File: src/rtl/pipe_stage_buf.sv
// Elastic in-order buffer between pipeline stages with selective (age-based) squash and full flush.
// Latency 1 cycle (no bypass); in_ready depends on registered occupancy only.
module pipe_stage_buf #(
  parameter int WIDTH = 64,
  parameter int DEPTH = 2,
  parameter int ID_W  = 8
) (
  input  logic                       clk,
  input  logic                       rstn,
  input  logic                       in_valid,
  output logic                       in_ready,
  input  logic [WIDTH-1:0]           in_data,
  input  logic [ID_W-1:0]            in_id,
  output logic                       out_valid,
  input  logic                       out_ready,
  output logic [WIDTH-1:0]           out_data,
  output logic [ID_W-1:0]            out_id,
  input  logic                       squash_valid,
  input  logic [ID_W-1:0]            squash_id,
  input  logic                       flush,
  output logic [$clog2(DEPTH+1)-1:0] count
);

  localparam int PTR_W = (DEPTH > 1) ? $clog2(DEPTH) : 1;
  localparam int CNT_W = $clog2(DEPTH+1);

  logic [WIDTH-1:0] data_mem [DEPTH];
  logic [ID_W-1:0]  id_mem   [DEPTH];
  logic [PTR_W-1:0] head, tail, head_nxt, idx;
  logic [CNT_W-1:0] count_q, survive, survive_eff;
  logic             push, pop, alive, killed, sq_write, wr_en;

  function automatic logic [PTR_W-1:0] ptr_add(logic [PTR_W-1:0] p, logic [CNT_W-1:0] n);
    int unsigned s;
    s = 32'(p) + 32'(n);
    if (s >= 32'(DEPTH)) s = s - 32'(DEPTH);
    return s[PTR_W-1:0];
  endfunction

  // a is younger than b when the modular distance a-b is nonzero and in the lower half
  function automatic logic younger(logic [ID_W-1:0] a, logic [ID_W-1:0] b);
    logic [ID_W-1:0] d;
    d = a - b;
    return (d != '0) && !d[ID_W-1];
  endfunction

  assign in_ready  = (count_q != CNT_W'(DEPTH));
  assign out_valid = (count_q != '0);
  assign out_data  = data_mem[head];
  assign out_id    = id_mem[head];
  assign count     = count_q;

  assign push     = in_valid && in_ready;
  assign pop      = out_valid && out_ready;
  assign head_nxt = pop ? ptr_add(head, CNT_W'(1)) : head;

  // Survivors of a squash are the leading run of entries not younger than squash_id.
  always_comb begin
    survive = '0;
    alive   = 1'b1;
    idx     = head;
    for (int i = 0; i < DEPTH; i++) begin
      idx = ptr_add(head, CNT_W'(i));
      if (alive && (CNT_W'(i) < count_q) && !younger(id_mem[idx], squash_id))
        survive = survive + CNT_W'(1);
      else
        alive = 1'b0;
    end
  end

  // A popped head leaves regardless of age, so it is treated as a survivor.
  assign survive_eff = (pop && survive == '0) ? CNT_W'(1) : survive;
  assign killed      = (survive_eff != count_q);
  assign sq_write    = push && !killed && !younger(in_id, squash_id);
  assign wr_en       = rstn && !flush && (squash_valid ? sq_write : push);

  always_ff @(posedge clk) begin
    if (!rstn) begin
      head    <= '0;
      tail    <= '0;
      count_q <= '0;
    end else begin
      head <= head_nxt;
      if (flush) begin
        tail    <= head_nxt;
        count_q <= '0;
      end else if (squash_valid) begin
        count_q <= survive_eff - CNT_W'(pop) + CNT_W'(sq_write);
        tail    <= ptr_add(head, survive_eff + CNT_W'(sq_write));
      end else begin
        count_q <= count_q + CNT_W'(push) - CNT_W'(pop);
        if (push) tail <= ptr_add(tail, CNT_W'(1));
      end
    end
  end

  // A surviving squash-cycle push implies nothing was killed, so tail is still valid.
  always_ff @(posedge clk) begin
    if (wr_en) begin
      data_mem[tail] <= in_data;
      id_mem[tail]   <= in_id;
    end
  end

endmodule

File: config.mk
export PLATFORM = sky130hd
export DESIGN_NAME = pipe_stage_buf
export DESIGN_NICKNAME = d
export VERILOG_FILES = /design/src/rtl/pipe_stage_buf.sv
export SDC_FILE = /design/constraint.sdc
export NUM_CORES = 1
export LEC_CHECK = 0
export CAP_MARGIN = 20
export CELL_PAD_IN_SITES_DETAIL_PLACEMENT = 0
export CELL_PAD_IN_SITES_GLOBAL_PLACEMENT = 1
export CORE_UTILIZATION = 40
export CTS_CLUSTER_DIAMETER = 150
export DETAILED_ROUTE_END_ITERATION = 8
export PLACE_DENSITY = 0.77
export SYNTH_ARGS = -nofsm -noshare
export SYNTH_HDL_FRONTEND = slang
export SYNTH_SLANG_ARGS = --single-unit
File: constraint.sdc
create_clock -name clk -period 16.05 [get_ports clk]
set_clock_uncertainty 0.05 [all_clocks]
set_input_delay 3.21 -clock clk [delete_from_list [all_inputs] [get_ports clk]]
set_output_delay 3.21 -clock clk [all_outputs]
set_load 0.02 [all_outputs]
==> results of run 1 <==
-- critical path, delay by kind of cell --
| kind | cells | cell delay, ns |
|---|---|---|
| compound gates | 6 | 1.20 |
| simple gates | 4 | 0.92 |
| xor+xnor | 1 | 0.18 |
| buf+inv | 3 | 1.51 |
| fa+ha+maj | 2 | 0.60 |
-- power breakdown --
part	leakage, nW	internal [W]	switching (W)	total (W)
registers	1.35	0.000442	0.0000115	0.000453
logic	1.59	0.0000929	0.0000820	0.000175
clock network	0.281	0.000231	0.000153	0.000383
total	3.22	0.000765	0.000246	0.00101
-- layout make-up --
cell class                 count  area [um2]  area share
inverter                      19       71.32    0.007773
clock inverter                14       150.1     0.01636
multi-input combinational    243        2195      0.2392
tap                          220       275.3     0.03000
clock buffer                  18       429.2     0.04677
timing repair buffer         163        1627      0.1773
sequential                   149        4428      0.4826
-- how the worst max path moves through the flow --
stage | start | end | depth (start not counted)
final | squash_id[1] | data_mem[1][29] | 16
after global routing | squash_id[1] | data_mem[1][22] | 16
after CTS | squash_id[1] | data_mem[1][29] | 16
after detailed placement | squash_id[1] | data_mem[1][28] | 16
after global placement | squash_id[1] | data_mem[1][25] | 16
after floorplan | squash_id[1] | data_mem[1][0] | 14
-- state kept, by name, summed over array words and instances, names as in the netlist, named ones only --
name and count:
head 1, count 2, tail 1, data_mem 128, id_mem 16
-- placed cells by master, fill, tap and decap left out, types with 2 or more instances in the layout --
master and n:
a21oi_1 9, a21oi_2 2, a31oi_1 2, and2_1 2, buf_4 2, bufinv_16 2
clkbuf_16 17, clkdlybuf4s50_1 161, clkinv_1 2, clkinv_4 3, dfxtp_1 4, edfxtp_1 144
fa_1 3, ha_1 27, inv_1 19, inv_6 5, mux2_2 75, mux2i_1 7
nand2_1 13, nand2b_1 7, nor2_1 18, nor2b_1 8, nor3_1 4, nor4_1 2
o21a_1 7, o21ai_0 9, o21ai_1 2, o221ai_1 2, o22ai_1 2, o31a_1 3
or2_2 2, xnor2_1 12, xor2_1 4
-- synth_stat cells, types with 3 or more instances --
master,count,area share
edfxtp_1,144,0.64
mux2_2,75,0.13
ha_1,27,0.050
inv_1,19,0.011
nor2_1,18,0.010
nand2_1,13,0.0073
xnor2_1,12,0.016
a21oi_1,9,0.0067
o21ai_0,9,0.0067
nor2b_1,8,0.0074
buf_1,7,0.0039
mux2i_1,7,0.010
nand2b_1,7,0.0065
o21a_1,7,0.0078
dfxtp_1,5,0.015
nor3_1,4,0.0030
xor2_1,4,0.0052
fa_1,3,0.0089
o31a_1,3,0.0039
-- routing by layer --
metal,vias to the layer above,GRT usage
met3,23,0.04784
met2,133,0.2560
met5,-,0
met4,0,0.05491
met1,1991,0.2188
li1,1959,-
-- through the flow --
step	instances	util	hold WS, ns
after floorplan	421	-	0.6672
after global placement	794	0.5202	0.7074
after detailed placement	794	0.5202	0.7277
after CTS	826	0.5552	0.7495
after global routing	826	0.5552	0.8278
final	826	0.5552	0.7340
-- logic make-up after synthesis --
logic type,Yosys count
mux,82
simple gates,63
xor+xnor,17
buf+inv,29
flops,149
compound gates,51
fa+ha+maj,30
==> metrics.md, run 1 <==
| Metric | Value |
|---|---|
| Status | `finished clean` |
| Worst slew pin tran | `1.010 ns` |
| Area grow syn2layout | `36.43%` |
| Post-DP HPWL | `9499 um` |
| DR vias | `4106` |
| Dpl cell area | `8596 um2` |
| # resized after CTS | `0` |
| Number of port buffers | `161` |
| Rel. slew slack | `0.3267` |
| Post-synthesis simple-gate area fraction | `0.04819` |
| Max IR drop VDD | `70.65 uV` |
| Worst slack, placed | `7.856 ns` |
| Worst-Skew Late Latency | `0.41 ns` |
| H-tree depth | `4` |
| Pin count of the biggest net entering global routing | `73` |
| Vias/cell | `4.971` |
| ANT cells | `0` |
| Total Nets Final | `709` |
| Post-synthesis adder-cell area fraction | `0.05916` |
| HP Start | `count[0]` |
| Final Instance Area | `9175 um2` |
| CTS Buffer Depth | `2` |
| Crit path DAT | `7.73 ns` |
| WS Path Type | `in -> reg` |
| Met2 routed WL | `6342 um` |
| Hold Path Class | `reg -> reg` |
| Worst path slowest cell | `buf_4` |
| Initial Utilization | `0.4070` |
| RSZ-0062 raised after global routing | `false` |
| Register clock-pin slew on the reported worst setup and hold paths | `0.06 ns` |
| First-pass GRT wire length | `21640 um` |
| Synthesized instance count | `421` |
| Seq cells post-synth | `149` |
| # hold bufs at CTS | `0` |
| FFs w/ async S/R, synth | `0` |
| Yosys warns | `0` |
| Worst path required time | `16.03 ns` |
| CTS tree | `built` |
| GR Overflow Total | `0` |
| Fraction of layout cells with a size suffix above 1 | `0.1947` |
| Hold endpoint | `count[0]` |
| GRT Util Overall | `0.1641` |
| Top sig layer | `met4` |
| Mux contribution to synthesized area | `0.1360` |
| Avg Cell Area, Syn | `15.97 um2` |
| Synth cell types | `50` |
| Post-synthesis compound-gate area fraction | `0.05693` |
| Post-route ant nets | `0` |
| Crit path launch type | `primary input` |
| Remaining DRCs | `0` |
| First-pass iteration count of the detailed router | `4` |
| Reg-to-Reg End | `data_mem[1][29]` |
| Die ar. | `17340 um2` |
| Total chip power | `0.001011 W` |
| Xor and xnor fraction of the mapped netlist area | `0.02419` |
| Die Y-Extent | `131.7 um` |
| Die width | `131.7 um` |
| Worst R2R Path Depth | `16` |
| Net Count, Synth | `537` |
| Fillers | `1304` |
| WL per Instance | `16.72 um` |
| Synthesized area | `6725 um2` |
| Total leakage power | `3.215 nW` |
| R2R setup slack | `10.33 ns` |
| Number of global-route vias before repair | `4219` |
| DR iter-0 viols | `219` |
| Tcrit/Tclk final | `0.4828` |
| Post-CTS Setup Bufs | `0` |
| Max Slew Vio Count | `0` |
| TritonCTS Sinks | `149` |
| Maximum clock frequency | `0.1291 GHz` |
| Synth Flop Type | `edfxtp_1` |
| Cell breakdown of the critical path | `clkdlybuf4s50_1 -> inv_1 -> ha_1 -> nor2b_1 -> o31a_1 -> o31ai_2 -> a21oi_2 -> xnor3_1 -> a31o_2 -> and2_1 -> ha_1 -> or3_1 -> a21boi_4 -> a21oi_2 -> nor3b_4 -> buf_4` |
| Crit. End Element | `flip-flop` |
| Final worst slack | `8.301 ns` |
| Inserted Clock Buffers | `17` |
| MaxCap Viol Count | `0` |
| WL met3 | `734 um` |
| Final hold vios | `0` |
| Seq/Total Area, Yosys | `0.6579` |
| Max FO, Critical Path | `72` |
| Total Wirelength | `13810 um` |
| Wl on met1 | `6447 um` |
| Gpl congestion | `0.8366` |
| Ports | `162` |
| Setup TNS | `0 ns` |
| Max stage delay on crit path | `0.76 ns` |
| Finish-stage setup viols | `0` |
| Power per cell area | `110.2 nW/um2` |
| Post-synth EDFFs | `144` |
| Core area | `16520 um2` |
| Initial antenna violation count | `0` |
| Root Buffer | `clkbuf_16` |
| Rows | `47` |
| Hold path cells | `3` |
| Main combinational cell family by area after synthesis | `multiplexers` |
| Final min period | `7.749 ns` |
Note: power is estimated with default switching activity, not from simulation.
==> run 2: changes to the inputs <==
--- a/config.mk
+++ b/config.mk
@@ -8,10 +8,10 @@
 export CAP_MARGIN = 20
 export CELL_PAD_IN_SITES_DETAIL_PLACEMENT = 0
 export CELL_PAD_IN_SITES_GLOBAL_PLACEMENT = 1
-export CORE_UTILIZATION = 40
+export CORE_UTILIZATION = 37
 export CTS_CLUSTER_DIAMETER = 150
 export DETAILED_ROUTE_END_ITERATION = 8
-export PLACE_DENSITY = 0.77
+export PLACE_DENSITY = 0.74
 export SYNTH_ARGS = -nofsm -noshare
 export SYNTH_HDL_FRONTEND = slang
 export SYNTH_SLANG_ARGS = --single-unit
==> constraint.sdc (replaced) <==
create_clock -name clk -period 7.1 [get_ports clk]
set_clock_uncertainty 0.05 [all_clocks]
set_input_delay 1.42 -clock clk [delete_from_list [all_inputs] [get_ports clk]]
set_output_delay 1.42 -clock clk [all_outputs]
set_load 0.02 [all_outputs]
==> metrics.md, run 2 (same netlist as run 1, synthesis figures left out) <==
| Metric | Value |
|---|---|
| Crit. End Element | `flip-flop` |
| Die Y-Extent | `136.8 um (+3.9%)` |
| Remaining DRCs | `0 (unchanged)` |
| Met3 GRT Util | `0.04889 (+0.001049)` |
| Crit path DAT | `5.66 ns (-2.07 ns)` |
| Initial Utilization | `0.3835 (-0.02349)` |
| Total leakage power | `3.254 nW (+1.2%)` |
| Total Nets Final | `711 (+0.28%)` |
| Hold Path Class | `reg -> reg` |
| Worst slack, placed | `0.9818 ns (-6.875 ns)` |
| Post-route ant nets | `0 (unchanged)` |
| Worst path required time | `7.10 ns (-8.93 ns)` |
| Most Crowded Layer GR | `met2` |
| Global Route met2 Usage | `0.2535 (-0.002501)` |
| GRT Util Overall | `0.1563 (-0.007801)` |
| Most frequent cells in the layout | `clkdlybuf4s50_1 (161), edfxtp_1 (144), mux2_2 (75)` |
| # resized after CTS | `0 (unchanged)` |
| Layout Cells excl Fill | `832 (+0.73%)` |
| TritonCTS Sinks | `149 (unchanged)` |
| # hold bufs at CTS | `0 (unchanged)` |
| Post-CTS Setup Bufs | `0 (unchanged)` |
| Gpl congestion | `0.8221 (-1.7%)` |
| Largest reg by FF count | `data_mem` |
| Root Buffer | `clkbuf_16` |
| Area grow syn2layout | `37.75%` |
| Post-DP HPWL | `9948 um (+4.7%)` |
| Vias/cell | `4.953 (-0.36%)` |
| Tcrit/Tclk final | `0.7975` |
| Max reg flops | `128 (unchanged)` |
| ANT cells | `0 (unchanged)` |
| Final worst slack | `1.438 ns (-6.863 ns)` |
| DR vias | `4121 (+0.37%)` |
| Placed cell count | `801 (+0.88%)` |
| Number of port buffers | `161 (unchanged)` |
| Power per cell area | `256.7 nW/um2 (+130%)` |
| Critical path's top delay family | `buffers and inverters` |
| Pin count of the biggest net entering global routing | `73 (unchanged)` |
| Inserted Clock Buffers | `17 (unchanged)` |
| Max Slew Vio Count | `0 (unchanged)` |
| RSZ-0062 raised after global routing | `false` |
| Final hold vios | `0 (unchanged)` |
| Core area | `17540 um2 (+6.1%)` |
| WL per Instance | `17.19 um (+2.8%)` |
| Maximum clock frequency | `0.1766 GHz` |
| Max IR drop VDD | `153.8 uV (+120%)` |
| Hold slack final | `0.7167 ns (-0.01731 ns)` |
| Setup TNS | `0 ns (unchanged)` |
| CTS tree | `built` |
| Global routing usage on met1 | `0.1988 (-0.01992)` |
| MaxCap Viol Count | `0 (unchanged)` |
| Rel. slew slack | `0.5896 (+0.2629)` |
| Number of global-route vias before repair | `4151 (-1.6%)` |
| Most common cell after layout, fill and taps aside | `clkdlybuf4s50_1` |
| Worst slew pin tran | `0.6156 ns (-0.3944 ns)` |
| CTS Buffer Depth | `2 (unchanged)` |
| Fraction of layout cells with a size suffix above 1 | `0.1960 (+0.001327)` |
| Initial antenna violation count | `0 (unchanged)` |
| Final min period | `5.662 ns` |
| H-tree depth | `4 (unchanged)` |
| Die width | `136.8 um (+3.9%)` |
| First-pass GRT wire length | `21580 um (-0.29%)` |
| Cell breakdown of the critical path | `clkdlybuf4s50_1 -> inv_1 -> ha_1 -> nor2b_1 -> o31a_1 -> o31ai_2 -> a21oi_2 -> xnor3_1 -> a31o_2 -> and2_1 -> ha_1 -> or3_1 -> a21boi_4 -> a21oi_2 -> nor3b_4 -> buf_4` |
| Register clock-pin slew on the reported worst setup and hold paths | `0.06 ns (about the same)` |
| First-pass iteration count of the detailed router | `4 (unchanged)` |
| Ports | `162 (unchanged)` |
| Rows | `48 (+2.1%)` |
| Fin util | `0.5283 (-0.02698)` |
| Worst path bufs/invs | `3 (unchanged)` |
| Max FO, Critical Path | `45 (-38%)` |
| Status | `finished clean` |
| Worst-Skew Late Latency | `0.42 ns (about the same)` |
| WS Path Type | `in -> reg` |
| Die ar. | `18720 um2 (+8.0%)` |
| Max stage delay on crit path | `0.62 ns (-0.14 ns)` |
| Crit path launch type | `primary input` |
| GR Overflow Total | `0 (unchanged)` |
| Worst path slowest cell | `clkdlybuf4s50_1` |
| Fillers | `1455 (+12%)` |
| Finish-stage setup viols | `0 (unchanged)` |
| DR iter-0 viols | `292 (+33%)` |
| Total Wirelength | `14300 um (+3.6%)` |
run 2: path summary, 6_finish.rpt:
path	from	endpoint	slack (ns)	depth (start not counted)
setup / recovery	squash_id[1]	data_mem[1][42]	1.44	16
hold / removal	count[0]	count[0]	0.72	3
hold reg to reg	count[0]	count[0]	0.72	3
setup reg to reg	flip-flop	data_mem[1][42]	1.88	15
run 2: layout make-up:
| cell class | count | area, um2 | area share |
|---|---|---|---|
| Sequential cell | 149 | 4428 | 0.4780 |
| Multi-Input combinational cell | 243 | 2195 | 0.2369 |
| Timing Repair Buffer | 165 | 1654 | 0.1786 |
| Clock buffer | 18 | 429.2 | 0.04633 |
| Tap cell | 225 | 281.5 | 0.03039 |
| Clock inverter | 13 | 205.2 | 0.02215 |
| Inverter | 19 | 71.32 | 0.007699 |
run 2: per-layer routing:
| metal | wire length [um] | up-vias |
|---|---|---|
| met5 | 0 | - |
| met4 | 190 | 0 |
| met3 | 975 | 18 |
| met2 | 6700 | 127 |
| met1 | 6434 | 2013 |
| li1 | - | 1963 |
run 2: report_power, final:
group	total [W]	switching, W	internal, W
clock	0.000956	0.000335	0.000621
combinational	0.000405	0.000194	0.000211
sequential	0.00102	0.0000181	0.000998
total	0.00238	0.000548	0.00183
run 2: metrics by stage:
stage,instance area (um2),power (W)
floorplan,6738,0.001269
global placement,8630,0.001435
detailed placement,8630,0.001442
CTS,9264,0.002405
global route,9264,0.002471
finish,9264,0.002378
run 2: worst min-delay path, stage by stage, from the launching register on:
cell and delay (ns):
dfxtp_1 0.43, ha_1 0.17, mux2i_1 0.06, nor2_1 0.07
==> run 3: changes to the inputs <==
==> constraint.sdc (replaced) <==
create_clock -name clk -period 4.6 [get_ports clk]
set_clock_uncertainty 0.05 [all_clocks]
set_input_delay 0.92 -clock clk [delete_from_list [all_inputs] [get_ports clk]]
set_output_delay 0.92 -clock clk [all_outputs]
set_load 0.02 [all_outputs]
==> metrics.md, run 3 (same netlist as run 1, synthesis figures left out) <==
| Metric | Value |
|---|---|
| Worst r2r src | `head` |
| Pin count of the biggest net entering global routing | `49 (-33%)` |
| Sequential Power Share | `0.437 (+0.010)` |
| Finish-stage setup viols | `0 (unchanged)` |
| Fraction of layout cells with a size suffix above 1 | `0.2830 (+0.08700)` |
| Gpl congestion | `0.8603 (+4.6%)` |
| HP Start | `count[0]` |
| First-pass iteration count of the detailed router | `4 (unchanged)` |
| Rel. slew slack | `0.6527 (+0.06304)` |
| Logic pwr share | `0.203 (+0.032)` |
| Register clock-pin slew on the reported worst setup and hold paths | `0.06 ns (about the same)` |
| Number of global-route vias before repair | `4207 (+1.3%)` |
| DR vias | `4309 (+4.6%)` |
| Layout Cells excl Fill | `868 (+4.3%)` |
| Area grow syn2layout | `44.95%` |
| Final hold vios | `0 (unchanged)` |
| First-pass GRT wire length | `21690 um (+0.51%)` |
| Power per cell area | `366.0 nW/um2 (+43%)` |
| Crit. End Element | `flip-flop` |
| R2R setup slack | `0.26 ns (-1.62 ns)` |
| DR iter-0 viols | `203 (-30%)` |
| Fillers | `1413 (-2.9%)` |
| Vias/cell | `4.964 (+0.23%)` |
| Worst-Skew Late Latency | `0.40 ns (-0.02 ns)` |
| Worst slack, placed | `-0.6393 ns (-1.621 ns)` |
| Hold Path Class | `reg -> reg` |
| Root Buffer | `clkbuf_16` |
| Placed cell count | `831 (+3.7%)` |
| Largest reg by FF count | `data_mem` |
| CTS tree | `built` |
| Final min period | `4.458 ns` |
| GR Overflow Total | `0 (unchanged)` |
| Max FO, Critical Path | `4 (-91%)` |
| WL per Instance | `17.35 um (+0.95%)` |
| Register area | `4429 um2 (about the same)` |
| Max reg flops | `128 (unchanged)` |
| Clock Power Share | `0.360 (-0.042)` |
| Worst slew pin tran | `0.5210 ns (-0.09456 ns)` |
| P_int | `0.002637 W (+44%)` |
| TritonCTS Sinks | `149 (unchanged)` |
| Area of the multi-input gates | `2356 um2 (+7.4%)` |
| ANT cells | `0 (unchanged)` |
| Most common cell after layout, fill and taps aside | `clkdlybuf4s50_1` |
| Switch share | `0.2607 (+0.03035)` |
| MaxCap Viol Count | `0 (unchanged)` |
| Hold slack final | `0.7174 ns (+0.0007150 ns)` |
| Remaining DRCs | `0 (unchanged)` |
| Most frequent cells in the layout | `clkdlybuf4s50_1 (157), edfxtp_1 (144), mux2_2 (75)` |
| Max IR drop VDD | `244.5 uV (+59%)` |
| Die Y-Extent | `136.8 um (unchanged)` |
| Total Nets Final | `746 (+4.9%)` |
| Ports | `162 (unchanged)` |
| WS Path Type | `in -> reg` |
| Rows | `48 (unchanged)` |
| Inserted Clock Buffers | `17 (unchanged)` |
| Net Switching | `0.0009301 W (+70%)` |
| CTS Buffer Depth | `2 (unchanged)` |
| Post-DP HPWL | `10910 um (+9.7%)` |
| Number of port buffers | `161 (unchanged)` |
| Die ar. | `18720 um2 (unchanged)` |
| Post-route ant nets | `0 (unchanged)` |
| Fin util | `0.5559 (+0.02761)` |
| Crit path DAT | `4.70 ns (-0.96 ns)` |
| Total Wirelength | `15060 um (+5.3%)` |
| H-tree depth | `4 (unchanged)` |
| Worst path required time | `4.84 ns (-2.26 ns)` |
| Final Instance Area | `9748 um2 (+5.2%)` |
| Core area | `17540 um2 (unchanged)` |
| Initial antenna violation count | `0 (unchanged)` |
| Die width | `136.8 um (unchanged)` |
| CP Launch Point | `squash_id[1]` |
| Maximum clock frequency | `0.2243 GHz` |
| Tcrit/Tclk final | `0.9692` |
| RSZ-0062 raised after global routing | `false` |
| Status | `finished clean` |
| Worst R2R Path Depth | `21 (+6)` |
| GRT Util Overall | `0.1561 (-0.0001794)` |
| Max Slew Vio Count | `0 (unchanged)` |
| Initial Utilization | `0.3835 (unchanged)` |
| Crit path launch type | `primary input` |
| Hold path cells | `3 (unchanged)` |
| Total leakage power | `3.458 nW (+6.3%)` |
| Dpl cell area | `9007 um2 (+4.4%)` |
| Final worst slack | `0.1418 ns (-1.296 ns)` |
[run 3: worst paths after layout]
path / to
setup / recovery: count[1]
hold reg to reg: count[0]
hold / removal: count[0]
setup reg to reg: count[1]
[run 3: what timing repair did]
action                     CTS  global route
setup endpoints to repair  146           145
buffers inserted             0             3
gates cloned                 0             2
hold buffers                 0             0
pin swaps                    0             8
resized for setup            7            20
[run 3: power groups by stage]
stage	sequential (W)	combinational (W)	clock, W
after floorplan	0.00158	0.000393	0
after global placement	0.00159	0.000687	0
after detailed placement	0.00159	0.000699	0
after CTS	0.00156	0.000705	0.00132
after global routing	0.00156	0.000775	0.00137
final	0.00156	0.000723	0.00129
[run 3: critical path, cell delays in order]
cell           delay [ns]
dlygate4sd2_1        0.38
inv_12               0.04
ha_1                 0.29
nor2b_1              0.14
o31a_1               0.28
o21ai_2              0.15
and2b_1              0.15
xnor2_1              0.06
a32o_1               0.30
and2_4               0.18
ha_4                 0.24
or3_4                0.38
a21boi_4             0.19
nand2_1              0.08
ha_1                 0.27
inv_1                0.04
ha_2                 0.17
xor2_2               0.14
xnor2_1              0.12
a21oi_1              0.12
nor2_1               0.05
[run 3: stage by stage]
stage	power, W	setup TNS [ns]
floorplan	0.001975	-150.78
global placement	0.002274	-77.55
detailed placement	0.002288	-86.14
CTS	0.003584	0
global route	0.003707	0
finish	0.003567	0
[run 3: area by class of cell]
class                           count  area share
Sequential cell                   149      0.4544
Clock inverter                     14     0.01450
Multi-Input combinational cell    243      0.2417
Inverter                           19    0.008600
Clock buffer                       18     0.04403
Timing Repair Buffer              200      0.2079
Tap cell                          225     0.02888
[run 3: routing by layer]
layer	part of all wire	GRT usage	wire [um]
met4	0.016	0.04335	246
met3	0.066	0.03741	992
met1	0.45	0.2076	6853
met5	0	0	0
met2	0.46	0.2547	6969
